## config.mk

```make
export PLATFORM = sky130hd
export DESIGN_NAME = ft245_target
export DESIGN_NICKNAME = d
export VERILOG_FILES = /design/src/rtl/ft245_target.sv
export SDC_FILE = /design/constraint.sdc
export NUM_CORES = 1
export LEC_CHECK = 0
export BUFFER_PORTS_ARGS = -buffer_cell sky130_fd_sc_hd__buf_2
export CELL_PAD_IN_SITES_DETAIL_PLACEMENT = 0
export CELL_PAD_IN_SITES_GLOBAL_PLACEMENT = 1
export CORE_MARGIN = 3
export CORE_UTILIZATION = 40
export DETAILED_ROUTE_END_ITERATION = 16
export GPL_ROUTABILITY_DRIVEN = 0
export HOLD_SLACK_MARGIN = 0.05
export MAX_ROUTING_LAYER = met4
export PLACE_DENSITY_LB_ADDON = 0.1
export SLEW_MARGIN = 20
export SYNTH_ARGS = -nofsm -noshare
export SYNTH_HDL_FRONTEND = slang
export SYNTH_SLANG_ARGS = --single-unit
```

## constraint.sdc

```tcl
create_clock -name clk -period 8.5 [get_ports clk]
set_clock_uncertainty 0.05 [all_clocks]
set_input_delay 0 -clock clk [delete_from_list [all_inputs] [get_ports clk]]
set_output_delay 0 -clock clk [all_outputs]
set_load 0.03 [all_outputs]
```

## src/rtl/ft245_target.sv

```systemverilog
// rtl/ft245_target.sv - FT245-style asynchronous FIFO device end with AXI-Stream byte ports
module ft245_target #(
    parameter int FIFO_DEPTH      = 16,
    parameter int RXF_HOLD_CYCLES = 2,
    parameter int TXE_HOLD_CYCLES = 2
) (
    input  logic       clk,
    input  logic       rst_n,
    input  logic [7:0] ft245_d_in,
    output logic [7:0] ft245_d_out,
    output logic       ft245_d_oe,
    input  logic       ft245_rd_n,
    input  logic       ft245_wr_n,
    output logic       ft245_rxf_n,
    output logic       ft245_txe_n,
    input  logic [7:0] input_axis_tdata,
    input  logic       input_axis_tvalid,
    output logic       input_axis_tready,
    output logic [7:0] output_axis_tdata,
    output logic       output_axis_tvalid,
    input  logic       output_axis_tready,
    output logic       protocol_err
);

    localparam int AW = $clog2(FIFO_DEPTH);
    localparam int CW = AW + 1;
    localparam int HW = 8;
    localparam logic [CW-1:0] DEPTH_C = CW'(FIFO_DEPTH);

    typedef enum logic [1:0] {R_IDLE, R_ACTIVE, R_HOLD} rstate_t;
    typedef enum logic [1:0] {W_IDLE, W_ACTIVE, W_HOLD} wstate_t;

    // Strobe/data synchronizers plus edge-history flops
    logic       rd_sync1_q, rd_sync2_q, rd_hist_q;
    logic       wr_sync1_q, wr_sync2_q, wr_hist_q;
    logic [7:0] din_sync1_q, din_sync2_q;

    // RX FIFO (toward host)
    logic [7:0]    rx_mem [FIFO_DEPTH];
    logic [AW-1:0] rx_wptr_q, rx_rptr_q;
    logic [CW-1:0] rx_count_q, rx_count_d;
    logic          rx_tready_q;
    logic          rx_push, rx_pop, rx_empty;

    // TX FIFO (from host)
    logic [7:0]    tx_mem [FIFO_DEPTH];
    logic [AW-1:0] tx_wptr_q, tx_rptr_q;
    logic [CW-1:0] tx_count_q, tx_count_d;
    logic          tx_push, tx_pop, tx_full;

    // FSM state
    rstate_t       rstate_q, rstate_d;
    wstate_t       wstate_q, wstate_d;
    logic [HW-1:0] rhold_q, rhold_d;
    logic [HW-1:0] whold_q, whold_d;
    logic [7:0]    d_out_q, d_out_d;
    logic          d_oe_q, d_oe_d;
    logic          rd_got_q, rd_got_d;
    logic          rxf_n_q, txe_n_q;
    logic          err_q;
    logic          rd_err, wr_err, both_err;

    logic rd_fall, rd_rise, wr_fall, wr_rise;

    assign rd_fall  = rd_hist_q & ~rd_sync2_q;
    assign rd_rise  = ~rd_hist_q & rd_sync2_q;
    assign wr_fall  = wr_hist_q & ~wr_sync2_q;
    assign wr_rise  = ~wr_hist_q & wr_sync2_q;
    // Flag only the first cycle of an overlap so a long overlap gives one pulse
    assign both_err = (~rd_sync2_q & ~wr_sync2_q) & ~(~rd_hist_q & ~wr_hist_q);

    assign rx_empty = (rx_count_q == '0);
    assign tx_full  = (tx_count_q == DEPTH_C);
    assign rx_push  = input_axis_tvalid & rx_tready_q;
    assign tx_pop   = output_axis_tvalid & output_axis_tready;
    assign rx_count_d = rx_count_q + CW'(rx_push) - CW'(rx_pop);
    assign tx_count_d = tx_count_q + CW'(tx_push) - CW'(tx_pop);

    assign ft245_d_out        = d_out_q;
    assign ft245_d_oe         = d_oe_q;
    assign ft245_rxf_n        = rxf_n_q;
    assign ft245_txe_n        = txe_n_q;
    assign input_axis_tready  = rx_tready_q;
    assign output_axis_tvalid = (tx_count_q != '0);
    assign output_axis_tdata  = tx_mem[tx_rptr_q];
    assign protocol_err       = err_q;

    // Two-flop synchronizers; data follows the write strobe depth
    always_ff @(posedge clk or negedge rst_n) begin
        if (!rst_n) begin
            rd_sync1_q  <= 1'b1;
            rd_sync2_q  <= 1'b1;
            rd_hist_q   <= 1'b1;
            wr_sync1_q  <= 1'b1;
            wr_sync2_q  <= 1'b1;
            wr_hist_q   <= 1'b1;
            din_sync1_q <= 8'h00;
            din_sync2_q <= 8'h00;
        end else begin
            rd_sync1_q  <= ft245_rd_n;
            rd_sync2_q  <= rd_sync1_q;
            rd_hist_q   <= rd_sync2_q;
            wr_sync1_q  <= ft245_wr_n;
            wr_sync2_q  <= wr_sync1_q;
            wr_hist_q   <= wr_sync2_q;
            din_sync1_q <= ft245_d_in;
            din_sync2_q <= din_sync1_q;
        end
    end

    // FIFO storage; contents need no reset since counts gate every read
    always_ff @(posedge clk) begin
        if (rx_push) rx_mem[rx_wptr_q] <= input_axis_tdata;
        if (tx_push) tx_mem[tx_wptr_q] <= din_sync2_q;
    end

    // Read FSM next-state: present head on rd fall, pop on rd rise, then hold off
    always_comb begin
        rstate_d = rstate_q;
        rhold_d  = rhold_q;
        d_out_d  = d_out_q;
        d_oe_d   = d_oe_q;
        rd_got_d = rd_got_q;
        rx_pop   = 1'b0;
        rd_err   = 1'b0;
        case (rstate_q)
            R_IDLE: begin
                if (rd_fall) begin
                    d_out_d  = rx_empty ? 8'h00 : rx_mem[rx_rptr_q];
                    d_oe_d   = 1'b1;
                    rd_got_d = ~rx_empty;
                    rd_err   = rx_empty;
                    rstate_d = R_ACTIVE;
                end
            end
            R_ACTIVE: begin
                if (rd_rise) begin
                    // Pop only the byte actually shown to the host
                    rx_pop   = rd_got_q;
                    rd_got_d = 1'b0;
                    d_oe_d   = 1'b0;
                    rhold_d  = HW'(RXF_HOLD_CYCLES);
                    rstate_d = R_HOLD;
                end
            end
            R_HOLD: begin
                if (rd_fall | rd_rise) rd_err = 1'b1;
                if (rhold_q <= HW'(1)) begin
                    rhold_d  = '0;
                    rstate_d = R_IDLE;
                end else begin
                    rhold_d = rhold_q - HW'(1);
                end
            end
            default: rstate_d = R_IDLE;
        endcase
    end

    // Write FSM next-state: capture on wr fall, hold off after wr rise
    always_comb begin
        wstate_d = wstate_q;
        whold_d  = whold_q;
        tx_push  = 1'b0;
        wr_err   = 1'b0;
        case (wstate_q)
            W_IDLE: begin
                if (wr_fall) begin
                    tx_push  = ~tx_full;
                    wr_err   = tx_full;
                    wstate_d = W_ACTIVE;
                end
            end
            W_ACTIVE: begin
                if (wr_rise) begin
                    whold_d  = HW'(TXE_HOLD_CYCLES);
                    wstate_d = W_HOLD;
                end
            end
            W_HOLD: begin
                if (wr_fall | wr_rise) wr_err = 1'b1;
                if (whold_q <= HW'(1)) begin
                    whold_d  = '0;
                    wstate_d = W_IDLE;
                end else begin
                    whold_d = whold_q - HW'(1);
                end
            end
            default: wstate_d = W_IDLE;
        endcase
    end

    // State, pointers, counts and registered flow-control outputs
    always_ff @(posedge clk or negedge rst_n) begin
        if (!rst_n) begin
            rstate_q    <= R_IDLE;
            wstate_q    <= W_IDLE;
            rhold_q     <= '0;
            whold_q     <= '0;
            d_out_q     <= 8'h00;
            d_oe_q      <= 1'b0;
            rd_got_q    <= 1'b0;
            rx_wptr_q   <= '0;
            rx_rptr_q   <= '0;
            rx_count_q  <= '0;
            tx_wptr_q   <= '0;
            tx_rptr_q   <= '0;
            tx_count_q  <= '0;
            rx_tready_q <= 1'b0;
            rxf_n_q     <= 1'b1;
            txe_n_q     <= 1'b1;
            err_q       <= 1'b0;
        end else begin
            rstate_q    <= rstate_d;
            wstate_q    <= wstate_d;
            rhold_q     <= rhold_d;
            whold_q     <= whold_d;
            d_out_q     <= d_out_d;
            d_oe_q      <= d_oe_d;
            rd_got_q    <= rd_got_d;
            if (rx_push) rx_wptr_q <= rx_wptr_q + AW'(1);
            if (rx_pop)  rx_rptr_q <= rx_rptr_q + AW'(1);
            if (tx_push) tx_wptr_q <= tx_wptr_q + AW'(1);
            if (tx_pop)  tx_rptr_q <= tx_rptr_q + AW'(1);
            rx_count_q  <= rx_count_d;
            tx_count_q  <= tx_count_d;
            rx_tready_q <= (rx_count_d < DEPTH_C);
            rxf_n_q     <= !((rx_count_d != '0) && (rstate_d == R_IDLE) && (rhold_d == '0));
            txe_n_q     <= !((tx_count_d < DEPTH_C) && (wstate_d == W_IDLE) && (whold_d == '0));
            err_q       <= rd_err | wr_err | both_err;
        end
    end

endmodule

```

==> results of run 1 <==
-- cell type report --
class	instances	area share, %
tap	448	3.52
sequential	338	61.2
clock inverter	21	1.41
multi-input combinational	353	23.4
clock buffer	47	6.24
inverter	46	1.08
timing repair buffer	70	3.12
-- logic make-up (layout without fill, tap and decap cells) --
logic type,count (synthesis),in the layout,share of synthesized area [%]
DFF,338,338,70.9
buffers and inverters,74,184,2.11
AOI/OAI and AO/OA,70,70,3.47
and+or+nand+nor,138,138,5.04
muxes,85,85,13.5
xor gates and xnor gates,20,20,1.27
adders and majority gates,40,40,3.75
-- critical path, stage by stage (launching register included) --
cell and delay (ps):
dfstp_2 520, ha_1 190, nand2_1 90, a31oi_1 580, inv_1 110, ha_1 300, inv_1 40, ha_1 200
fa_1 410, a21oi_1 140, nor2_1 50, nor2_1 110, xnor2_1 110, nor4_1 270, nand3_1 110
-- through the flow --
step / setup WS (ps) / instance area, um2 / power [mW]
after floorplan: 5480 / 13800 / 3.40
after global placement: 5150 / 14400 / 3.80
after detailed placement: 5140 / 14500 / 3.85
after CTS: 5120 / 15900 / 5.47
after global routing: 4850 / 15900 / 5.71
final: 5140 / 15900 / 5.39
-- layout by cell type (no fill, tap or decap), types with 5 or more instances in the layout --
cell type / n
edfxtp_1: 256
mux4_2: 80
dfrtp_1: 70
inv_1: 46
buf_2: 42
ha_1: 38
clkbuf_16: 38
nand2_1: 37
nor2_1: 29
dlygate4sd3_1: 23
a21oi_1: 15
xnor2_1: 15
o21ai_0: 14
and2_1: 13
o21ai_1: 9
nor3_1: 9
nand3_1: 9
clkbuf_1: 8
dfstp_2: 8
clkinv_2: 7
and3_1: 6
nor4_1: 6
xor2_1: 5
nand2b_1: 5
nand4_1: 5
nor3_2: 5
clkinv_1: 5
-- flip-flops by register name (all words and copies together), names as in the netlist, 2 cells and up --
signal,count
rx_count_q,5
rstate_q,2
rx_rptr_q,4
rhold_q,8
rx_mem,128
ft245_d_out,8
rx_wptr_q,4
wstate_q,2
tx_mem,128
din_sync2_q,8
whold_q,8
tx_count_q,5
din_sync1_q,8
tx_wptr_q,4
tx_rptr_q,4
-- power by group through the flow --
stage | clock network [mW] | logic [mW] | registers [mW]
3_5_place_dp | 0 | 1.58 | 2.26
2_1_floorplan | 0 | 1.24 | 2.16
4_1_cts | 1.64 | 1.60 | 2.23
5_1_grt | 1.71 | 1.74 | 2.26
6_report | 1.59 | 1.57 | 2.22
3_3_place_gp | 0 | 1.55 | 2.25
-- metal layers --
layer | share of wire, % | wire length (um)
met5 | 0 | 0
met1 | 42 | 11500
met4 | 2.6 | 706
met2 | 51 | 13900
met3 | 4.3 | 1180
-- Yosys cell counts (2+ instances only) --
master    number
edfxtp_1     256
mux4_2        80
dfrtp_1       74
inv_1         46
ha_1          38
nand2_1       37
nor2_1        29
a21oi_1       15
clkbuf_1      15
xnor2_1       15
o21ai_0       14
and2_1        13
nor3_1        13
nand3_1        9
o21ai_1        9
buf_1          8
dfstp_2        8
and3_1         6
nor4_1         6
nand2b_1       5
nand4_1        5
xor2_1         5
a22o_1         4
buf_2          4
mux2_2         3
nor2b_1        3
or4_1          3
a211oi_1       2
a21boi_0       2
a21o_1         2
a31oi_1        2
fa_1           2
mux2i_1        2
o21a_1         2
o22ai_1        2
o41ai_1        2
or2_2          2
-- worst paths after layout --
check / start / to / slack (ps) / cells after the start
worst max-delay path: wr_hist_q / ft245_txe_n / 5140 / 14
worst min-delay path: ft245_d_in[7] / din_sync1_q[7] / 80 / 2
worst max register to register: wr_hist_q / ft245_txe_n / 5140 / 14
worst min register to register: din_sync1_q[6] / din_sync2_q[6] / 290 / 0
max in group asynchronous: rst_n / din_sync1_q[2] / 6800 / 4
min in group asynchronous: rst_n / din_sync2_q[7] / 540 / 4
==> flow_summary.yaml, run 1 <==
status:
  status: "completed"
cts:
  cts_sinks: 338
  holdBufCountCts: 22
  clkTransAtPathRegs_ps: 60
  cts_buffer_depth: 3
  ctsResizeCount: 0
  clk_latency_ps: 530
  cts_root_buf: "clkbuf_16"
  cts_tree: "yes"
  postCtsSetupRepairBufs: 0
  cts_buffers: 38
  cts_max_level: 2
power_and_ir_drop:
  leakage_nw: 5.67
  internal_power_mw: 3.65
  p_seq_share_pct: 41.2
  switchingPower_mw: 1.73
  p_clk_share_pct: 29.6
  combPwrFrac_pct: 29.2
  peakVddDrop_mv: 0.219
  powerDensity_mw_per_mm2: 338
  swShare_pct: 32.2
hold_path:
  min_path_type: "primary input to flip-flop"
detailed_routing:
  vias_per_cell: 5.21
  drt_pass1_iterations: 4
  via_count: 6895
  ant_nets: 0
  first_iter_violations: 403
  wl_per_cell_um: 20.6
  drc: 0
  finalWirelength_mm: 27.3
final_layout:
  fillCellCount: 2848
  final_util_pct: 47.3
  multi_input_area_mm2: 0.00374
  drive_above_1_share_pct: 24.1
  diodes: 0
  areaGrowthSynthToFinish_pct: 15.9
  layout.nets: 909
  regArea_mm2: 0.00975
  instances_no_fill: 1323
yosys:
  syn-num-nets: 827
  ys_ff_latch: 338
  synthFlopType: "edfxtp_1"
  ys_types: 59
  yosysWarnings: 0
  synth_top_area_share_pct: 55.9
  synth_area_mm2: 0.0138
  yosys.area.top_type: "edfxtp_1"
  ys_seq_area_share_pct: 70.9
  async_reset_ff_share_pct: 24.3
  synth_edf_count: 256
  syn_area_per_cell_um2: 18.0
  netlist_instances: 765
  ys_top_cells_by_area: "edfxtp_1 56%, dfrtp_1 13%, mux4_2 13%"
floorplanning:
  row_count: 67
  die_width_um: 191
  ios: 44
  initial_utilization_pct: 40.8
  die_h_um: 191
  core_area_mm2: 0.0337
  dieArea_mm2: 0.0367
run:
  max_cap_violations: 0
worst_setup_path:
  path_max_fanout: 9
  cp.required_ps: 8890
  crit_path_end_kind: "flip-flop"
  cp.arrival_ps: 3750
  path_class: "flip-flop to flip-flop"
  crit_path_start_kind: "flip-flop"
sta:
  fin_crit_ps: 3360
  max_freq_mhz: 298
  finalHoldViolCount: 0
  slew_viol_final: 0
  tightest_slew_ps: 918
  slew_headroom_pct: 38.6
  holdWs_ps: 78.5
  setup_tns_ps: 0
  layout_worst_path_cycle_share_pct: 39.5
  setup_viol: 0
  rsz0062_at_grt: "false"
global_routing:
  antenna_found_initial: 0
  grt_max_degree: 74
  grt_util_met3_pct: 2.55
  grt.overflow.total: 0
  busiest_layer: "met2"
  gr-usage-met1_pct: 20.3
  grtUsageTotal_pct: 15.8
  grt_pass1_wl_mm: 42.6
  grt_pass1_vias: 7233
  use_met2_pct: 26.3
placed_design:
  io_buffers: 43
  dp.cells: 1231
  dpl.hpwl_mm: 17.9
Note: power is estimated with default switching activity, not from simulation.
==> run 2, diff against run 1 <==
==> constraint.sdc (replaced) <==
create_clock -name clk -period 3.4 [get_ports clk]
set_clock_uncertainty 0.05 [all_clocks]
set_input_delay 0 -clock clk [delete_from_list [all_inputs] [get_ports clk]]
set_output_delay 0 -clock clk [all_outputs]
set_load 0.03 [all_outputs]
==> run 2 against run 1 <==
Compared with the run above:
- count of clock-buffer cells in the layout up 1
- sequential power grew 150%
- largest power group unchanged
- non-clock buffer count grew 14
- final area increased by 0.57%
- critical path depth fell by 3
- flip-flop and latch count is the same
- sequential share of layout area fell by 0.36 points
- highest routed layer unchanged
- routed wire length shrank 3.3%
==> flow_summary.yaml, run 2 (synthesized netlist as in run 1, its figures left out) <==
power_and_ir_drop:
  p_total_mw: 13.5
  powerDensity_mw_per_mm2: 842
  swShare_pct: 31.7
  p_clk_share_pct: 29.2
  p_seq_share_pct: 40.3
  peakVddDrop_mv: 0.551
  leakage_nw: 5.75
  combPwrFrac_pct: 30.5
  switchingPower_mw: 4.28
  internal_power_mw: 9.21
final_layout:
  fillCellCount: 2859
  instances_no_fill: 1337
  final_util_pct: 47.6
  reg_top3: "rx_mem: 128 flops, tx_mem: 128 flops"
  areaGrowthSynthToFinish_pct: 16.5
  layout_common_cells: "256 x edfxtp_1, 80 x mux4_2, 72 x dfrtp_1"
  drive_above_1_share_pct: 25.2
  layout_commonest_cell: "edfxtp_1"
  diodes: 0
  layout.nets: 922
global_routing:
  grt_max_degree: 48
  grt_pass1_wl_mm: 42.3
  grt_pass1_vias: 7334
  antenna_found_initial: 0
  grt.overflow.total: 0
  grtUsageTotal_pct: 15.5
cts:
  cts_buffer_depth: 3
  cts_sinks: 338
  cts_tree: "yes"
  cts_max_level: 2
  cts_root_buf: "clkbuf_16"
  postCtsSetupRepairBufs: 0
  clkTransAtPathRegs_ps: 60
  cts_buffers: 37
  clk_latency_ps: 510
detailed_routing:
  drt_pass1_iterations: 4
  ant_nets: 0
  first_iter_violations: 331
  finalWirelength_mm: 26.4
  vias_per_cell: 5.10
  via_count: 6814
  drc: 0
  wl_per_cell_um: 19.7
sta:
  slew_headroom_pct: 43.9
  fin_crit_ps: 3020
  slew_viol_final: 0
  setup_tns_ps: 0
  final.setup.worst_slack_ps: 382
  finalHoldViolCount: 0
  layout_worst_path_cycle_share_pct: 88.8
  setup_viol: 0
  max_freq_mhz: 331
  tightest_slew_ps: 838
  rsz0062_at_grt: "false"
floorplanning:
  die_h_um: 191
  row_count: 67
  initial_utilization_pct: 40.8
  core_area_mm2: 0.0337
  dieArea_mm2: 0.0367
  die_width_um: 191
  ios: 44
worst_setup_path:
  reg2reg_from: "rd_sync2_q"
  crit_path_end_kind: "flip-flop"
  path_max_fanout: 6
  cp.required_ps: 3790
  crit_path_start_kind: "flip-flop"
  worstRegToRegCells: 11
  cp.arrival_ps: 3410
  path_class: "flip-flop to flip-flop"
  timing.rr.end: "ft245_rxf_n"
  reg2reg_slack_ps: 380
placed_design:
  dp.cells: 1248
  dpl.hpwl_mm: 18.2
  dpl_worst_slack_ps: 437
  io_buffers: 43
status:
  status: "completed"
hold_path:
  min_path_type: "primary input to asynchronous set/reset pin"
run:
  max_cap_violations: 0
-- run 2: changes by cell type in the layout (fill, tap and decap cells not counted), sizes merged --
cell,previous run,this run
buf,47,63
bufinv,4,3
clkbuf,47,48
clkinv,13,14
clkinvlp,1,2
dlygate4sd3,23,21
inv,49,47
-- run 2: area by class of cell --
class	instances	area (um2)	area share, %
repair buffers	84	603	3.76
inverters	46	173	1.08
clock buffers	48	1050	6.55
well taps	448	561	3.50
clock inverters	20	178	1.11
multi-input cells	353	3720	23.2
flip-flops and latches	338	9750	60.8
-- run 2: metrics by stage --
stage / area, um2 / hold slack, ps
floorplan: 13800 / -346
global placement: 14600 / 30.7
detailed placement: 14600 / 59.7
CTS: 16000 / 60.2
global route: 16000 / 68.7
finish: 16000 / 35.3
-- run 2: repair_timing --
item,in CTS,in global routing
hold endpoints to repair,191,0
resized for setup,0,0
hold buffers,21,0
-- run 2: power by group through the flow --
stage	Combinational (mW)	Sequential, mW	Clock (mW)
after floorplan	3.11	5.39	0
after global placement	4.05	5.49	0
after detailed placement	4.15	5.54	0
after CTS	4.19	5.45	4.08
after global routing	4.55	5.52	4.26
final	4.11	5.44	3.95
-- run 2: worst max-delay path by stage --
stage	startpoint	to	slack, ps	cells past startpoint
5_1_grt	rd_sync2_q	ft245_rxf_n	150	13
3_3_place_gp	wr_hist_q	ft245_txe_n	500	14
6_report	rd_sync2_q	ft245_rxf_n	380	11
3_5_place_dp	rd_sync2_q	ft245_rxf_n	440	13
2_1_floorplan	tx_count_q[3]	ft245_txe_n	380	15
4_1_cts	rd_sync2_q	ft245_rxf_n	390	11
-- run 2: layer usage --
metal	global-route usage (%)	wire [um]
met1	19.6	11300
met5	-	0
met3	2.44	925
met4	3.61	448
met2	26.6	13700
-- run 2: critical path: stages, from the launching register on --
cell and delay, ps:
dfstp_2 570, ha_1 280, and3_1 320, ha_1 270, inv_1 60, ha_1 160, inv_1 60, fa_1 500
inv_1 60, nor4_1 410, a211oi_2 130, nand3_1 100
